## config.mk

```make
export PLATFORM = sky130hd
export DESIGN_NAME = mips_regfile_param
export DESIGN_NICKNAME = d
export VERILOG_FILES = /design/src/rtl/mips_pkg.sv /design/src/rtl/mips_reg_scoreboard.sv /design/src/rtl/mips_regfile_param.sv
export SDC_FILE = /design/constraint.sdc
export NUM_CORES = 2
export LEC_CHECK = 0
export BUFFER_PORTS_ARGS = -buffer_cell sky130_fd_sc_hd__buf_2
export CAP_MARGIN = 5
export CELL_PAD_IN_SITES_DETAIL_PLACEMENT = 0
export CELL_PAD_IN_SITES_GLOBAL_PLACEMENT = 1
export CORE_MARGIN = 1.5
export CORE_UTILIZATION = 52
export DETAILED_ROUTE_END_ITERATION = 10
export HOLD_SLACK_MARGIN = 0.05
export PLACE_DENSITY = 0.81
export SYNTH_ARGS = -nofsm -noshare
export SYNTH_HDL_FRONTEND = slang
export SYNTH_SLANG_ARGS = --single-unit
```

## constraint.sdc

```tcl
create_clock -name clk -period 6.7 [get_ports clk]
set_clock_uncertainty 0.1 [all_clocks]
set_input_delay 1.34 -clock clk [delete_from_list [all_inputs] [get_ports clk]]
set_output_delay 1.34 -clock clk [all_outputs]
set_load 0.05 [all_outputs]
```

## src/rtl/mips_pkg.sv

```systemverilog
// Shared definitions for the MIPS register file family.
//   MIPS_WIDTH  - default data width of one register
//   MIPS_DEPTH  - default number of architectural registers
//   REG_ZERO    - index of the hardwired-zero register
//   reg_addr_t  - 5-bit register index of the classic 32-entry file
package mips_pkg;

  localparam int MIPS_WIDTH = 32;
  localparam int MIPS_DEPTH = 32;

  localparam logic [4:0] REG_ZERO = 5'd0;

  typedef logic [4:0] reg_addr_t;

endpackage

```

## src/rtl/mips_reg_scoreboard.sv

```systemverilog
// Pending-write scoreboard: one busy bit per register.
//   clk, rst_n   - clock, asynchronous active-low clear of every bit
//   clr_en/reg   - writeback retires the pending producer of clr_reg
//   set_en/reg   - decode issues a new producer for set_reg
//   busy_vec     - registered busy bits; bit 0 is always 0
// A set and a clear on the same register in the same cycle leave the bit
// set: the set belongs to a younger producer that is still in flight.
module mips_reg_scoreboard
  import mips_pkg::*;
#(
  parameter int DEPTH  = MIPS_DEPTH,
  parameter int ADDR_W = $clog2(DEPTH)
) (
  input  logic              clk,
  input  logic              rst_n,
  input  logic              clr_en,
  input  logic [ADDR_W-1:0] clr_reg,
  input  logic              set_en,
  input  logic [ADDR_W-1:0] set_reg,
  output logic [DEPTH-1:0]  busy_vec
);

  logic [DEPTH-1:0] busy_q;
  logic [DEPTH-1:0] busy_nxt;

  always_comb begin
    busy_nxt = '0;
    // Register 0 can never have a pending producer.
    for (int i = 1; i < DEPTH; i++) begin
      busy_nxt[i] = (set_en && (set_reg == ADDR_W'(i))) ||
                    (busy_q[i] && !(clr_en && (clr_reg == ADDR_W'(i))));
    end
  end

  always_ff @(posedge clk or negedge rst_n) begin
    if (!rst_n) begin
      busy_q <= '0;
    end else begin
      busy_q <= busy_nxt;
    end
  end

  assign busy_vec = busy_q;

endmodule

```

## src/rtl/mips_regfile_param.sv

```systemverilog
// Parametrised MIPS register file with write-to-read bypass and a
// pending-write scoreboard.
//   clk, rst_n        - clock, asynchronous active-low reset
//   read_reg          - NUM_READ packed read addresses (port i at i*ADDR_W)
//   read_data         - NUM_READ packed read data (port i at i*WIDTH)
//   read_busy         - per port: addressed register has a pending write
//   signal_reg_write  - writeback enable, write_reg / write_data its payload
//   mark_busy         - decode marks mark_reg as pending
//   busy_vec          - full scoreboard for stall logic and debug
// Register 0 reads as zero and ignores writes and marks.
module mips_regfile_param
  import mips_pkg::*;
#(
  parameter int WIDTH    = MIPS_WIDTH,
  parameter int DEPTH    = MIPS_DEPTH,
  parameter int NUM_READ = 2,
  parameter int BYPASS   = 1,
  localparam int ADDR_W  = $clog2(DEPTH)
) (
  input  logic                         clk,
  input  logic                         rst_n,
  input  logic [NUM_READ*ADDR_W-1:0]   read_reg,
  output logic [NUM_READ*WIDTH-1:0]    read_data,
  output logic [NUM_READ-1:0]          read_busy,
  input  logic                         signal_reg_write,
  input  logic [ADDR_W-1:0]            write_reg,
  input  logic [WIDTH-1:0]             write_data,
  input  logic                         mark_busy,
  input  logic [ADDR_W-1:0]            mark_reg,
  output logic [DEPTH-1:0]             busy_vec
);

  logic [WIDTH-1:0] regs [DEPTH];

  // A writeback that actually lands. Qualifying it with rst_n keeps the
  // bypass path from leaking write_data onto the read ports while the
  // file is being held in reset.
  logic wr_hit;
  logic mark_hit;

  assign wr_hit   = rst_n && signal_reg_write && (write_reg != ADDR_W'(REG_ZERO));
  assign mark_hit = mark_busy && (mark_reg != ADDR_W'(REG_ZERO));

  always_ff @(posedge clk or negedge rst_n) begin
    if (!rst_n) begin
      for (int i = 0; i < DEPTH; i++) begin
        regs[i] <= '0;
      end
    end else if (wr_hit) begin
      regs[write_reg] <= write_data;
    end
  end

  mips_reg_scoreboard #(
    .DEPTH  (DEPTH),
    .ADDR_W (ADDR_W)
  ) u_scoreboard (
    .clk      (clk),
    .rst_n    (rst_n),
    .clr_en   (wr_hit),
    .clr_reg  (write_reg),
    .set_en   (mark_hit),
    .set_reg  (mark_reg),
    .busy_vec (busy_vec)
  );

  // Read ports are independent combinational muxes. Register 0 is never
  // written and is cleared by reset, so the plain array read returns 0.
  for (genvar g = 0; g < NUM_READ; g++) begin : g_rd
    logic [ADDR_W-1:0] addr;
    logic              byp;

    assign addr = read_reg[g*ADDR_W +: ADDR_W];
    assign byp  = (BYPASS != 0) && wr_hit && (write_reg == addr);

    assign read_data[g*WIDTH +: WIDTH] = byp ? write_data : regs[addr];
    // Data delivered by bypass this cycle means the hazard is resolved now.
    assign read_busy[g] = byp ? 1'b0 : busy_vec[addr];
  end

endmodule

```

==> results.py <==
metrics = {
    "outcome": {
        "status": "finished, violations left",
        "violations": "design-rule violations",
    },
    "die": {
        "core_region_area_mm2": 0.105,
        "start_util": 0.526,
        "rows": 119,
        "die_w_um": 329,
        "dieArea_mm2": 0.109,
        "fp.dieH_um": 329,
        "num_io_pins": 154,
    },
    "detailed_routing": {
        "first_pass_iters": 10,
        "via_per_inst": 6.96,
        "drc": 12,
        "drt_first_iter_violations": 3393,
        "via_count": 34917,
        "wl_per_cell_um": 32.3,
        "drt-total-wl_um": 162000,
        "ant_nets": 0,
    },
    "setup_path": {
        "crit_required_ns": 5.26,
        "endpoint_kind": "primary output",
        "cp_data_arrival_time_ns": 4.25,
        "startpoint_type": "input port",
        "critPathMaxFanout": 20,
        "crit_type": "in -> out",
    },
    "synth": {
        "yosys_most_used_dff": "dfrtp_1",
        "syn_nets": 3643,
        "netlist_instances": 3587,
        "yosys_warnings": 0,
        "synth_seq_area_share": 0.476,
        "syn-cell-area_mm2": 0.0554,
        "synth_edf_count": 0,
        "syn_avg_cell_area_um2": 15.5,
        "ys_ff_latch": 1055,
        "synth.distinct_cells": 45,
        "synth-async-reset-ratio": 1.00,
    },
    "clock_tree": {
        "clock-root-buffer": "clkbuf_16",
        "cts_buffers": 110,
        "clk_path_buf_depth": 3,
        "clock-sinks": 1055,
        "cts_tree": "built",
        "clk_latency_ns": 0.70,
        "cts_hold_buf": 0,
        "cts_setup_buffers": 0,
        "cts_resized": 0,
        "htreeDepth": 3,
        "clk_pin_slew_ns": 0.06,
    },
    "global_routing": {
        "grt_pass1_wl_um": 240000,
        "gr-total-overflow": 0,
        "grt_pass1_vias": 35467,
        "grt_use_total": 0.302,
        "antenna_found_initial": 10,
        "grt_max_degree": 176,
    },
    "pwr": {
        "power.leakage_nw": 27.2,
        "p_per_area_mw_per_mm2": 287,
        "ir_worst_vdd_mv": 0.215,
    },
    "timing": {
        "period_needed_ns": 5.69,
        "fin_hold_ws_ns": 0.294,
        "relSlewSlack": 0.111,
        "finalCritPeriodShare": 0.850,
        "slew_violations": 0,
        "hold_violations": 0,
        "rsz0062_at_grt": "no",
        "final-setup-viol-count": 0,
        "worstMarginPinSlew_ns": 1.33,
        "finalSetupTns_ns": 0,
        "max_freq_mhz": 176,
    },
    "cells_and_area": {
        "layout.nets": 3582,
        "drive_gt1_frac": 0.569,
        "stdcell_area_mm2": 0.0612,
        "final_common_cell": "mux2_2",
        "area_growth_pct": 10.4,
        "layout_common_cells": "1060 x mux2_2, 1055 x dfrtp_1, 522 x mux4_2",
    },
    "min_path": {
        "holdCritPathClass": "reg -> reg",
    },
    "run": {
        "maxCapViolations": 0,
    },
    "placed_design": {
        "dpl.hpwl_um": 91900,
        "placed_cell_area_mm2": 0.0572,
        "place.gp.congestion": 0.815,
        "portBuffers": 152,
    },
}
==> sequential cells by signal (all words and copies together) (netlist names) <==
signal and count:
u_scoreboard.busy_vec 31, regs 1024
==> area by class of cell <==
class                      count  area [um2]
clock buffer                 156        3170
tap                         1391        1740
timing repair buffer         249        1850
sequential                  1055       26400
inverter                      17        63.8
fill                        8100       44300
multi-input combinational   2093       27200
antenna                        7        17.5
clock inverter                46         746
==> stage by stage <==
| stage | power (mW) | setup WS (ns) | utilization | std cells |
|---|---|---|---|---|
| 2_1_floorplan | 10.1 | 1.98 | - | 3587 |
| 3_3_place_gp | 10.9 | 1.01 | 0.543 | 4805 |
| 3_5_place_dp | 11.0 | 1.00 | 0.543 | 4805 |
| 4_1_cts | 17.6 | 1.01 | 0.580 | 5007 |
| 5_1_grt | 18.2 | 0.889 | 0.580 | 5010 |
| 6_report | 17.6 | 1.01 | 0.580 | 5014 |
==> synthesized netlist by cell type (all sizes together) (2+ instances only) <==
library cell | n | area [um2]
clkbuf | 199 | 747
nand4 | 3 | 18.8
nor2b | 6 | 37.5
mux2 | 1060 | 11900
nor2 | 23 | 106
a31oi | 3 | 18.8
o2111ai | 2 | 17.5
o21ai | 12 | 60.1
nor3b | 12 | 90.1
nand2 | 28 | 105
nand2b | 4 | 25.0
buf | 223 | 1270
or3b | 2 | 17.5
xnor2 | 4 | 35.0
o22ai | 262 | 1640
mux2i | 18 | 180
and3b | 2 | 17.5
and3 | 2 | 12.5
or3 | 3 | 18.8
nand3b | 12 | 90.1
nand3 | 9 | 45.0
mux4 | 522 | 11800
a22o | 11 | 96.3
dfrtp | 1055 | 26400
nor3 | 7 | 35.0
inv | 17 | 63.8
or2 | 4 | 25.0
nor4 | 64 | 407
o31a | 2 | 17.5
xor2 | 6 | 52.6
==> final timing paths <==
kind	from	endpoint	slack (ns)	depth (start not counted)
max in group asynchronous	rst_n	regs[147]	2.98	4
min in group asynchronous	rst_n	u_scoreboard.busy_vec[4]	0.44	1
setup reg to reg	u_scoreboard.busy_vec[15]	u_scoreboard.busy_vec[15]	5.78	2
setup / recovery	read_reg[3]	read_data[11]	1.01	7
hold reg to reg	regs[993]	regs[993]	0.29	0
hold / removal	regs[993]	regs[993]	0.29	0
==> worst max-delay path: stages <==
cell	delay [ns]
buf_2	0.34
or3_2	0.89
o22ai_1	0.29
nor4_1	0.74
buf_4	0.22
mux2_2	0.13
buf_2	0.26
==> report_power, final <==
group | total (mW) | internal (mW) | switching [mW]
Sequential | 7.84 | 7.21 | 0.624
Combinational | 3.08 | 1.64 | 1.44
Clock | 6.63 | 3.99 | 2.65
==> kinds of logic after synthesis <==
family                 Yosys count  share of synthesized area
AO/OA/AOI/OAI                  299                     0.0344
XOR/XNOR                        10                    0.00158
buffers and inverters          439                     0.0376
flip-flops                    1055                      0.476
multiplexers                  1600                      0.431
other                            1                  0.0000677
AND/OR/NAND/NOR                183                     0.0192
==> layer usage <==
metal	GRT usage	up-vias	part of all wire
met5	0	-	0.00017
li1	-	13955	-
met2	0.475	1537	0.47
met1	0.422	19067	0.41
met3	0.0620	352	0.081
met4	0.107	6	0.038
Power figures use the tool's default switching activity.
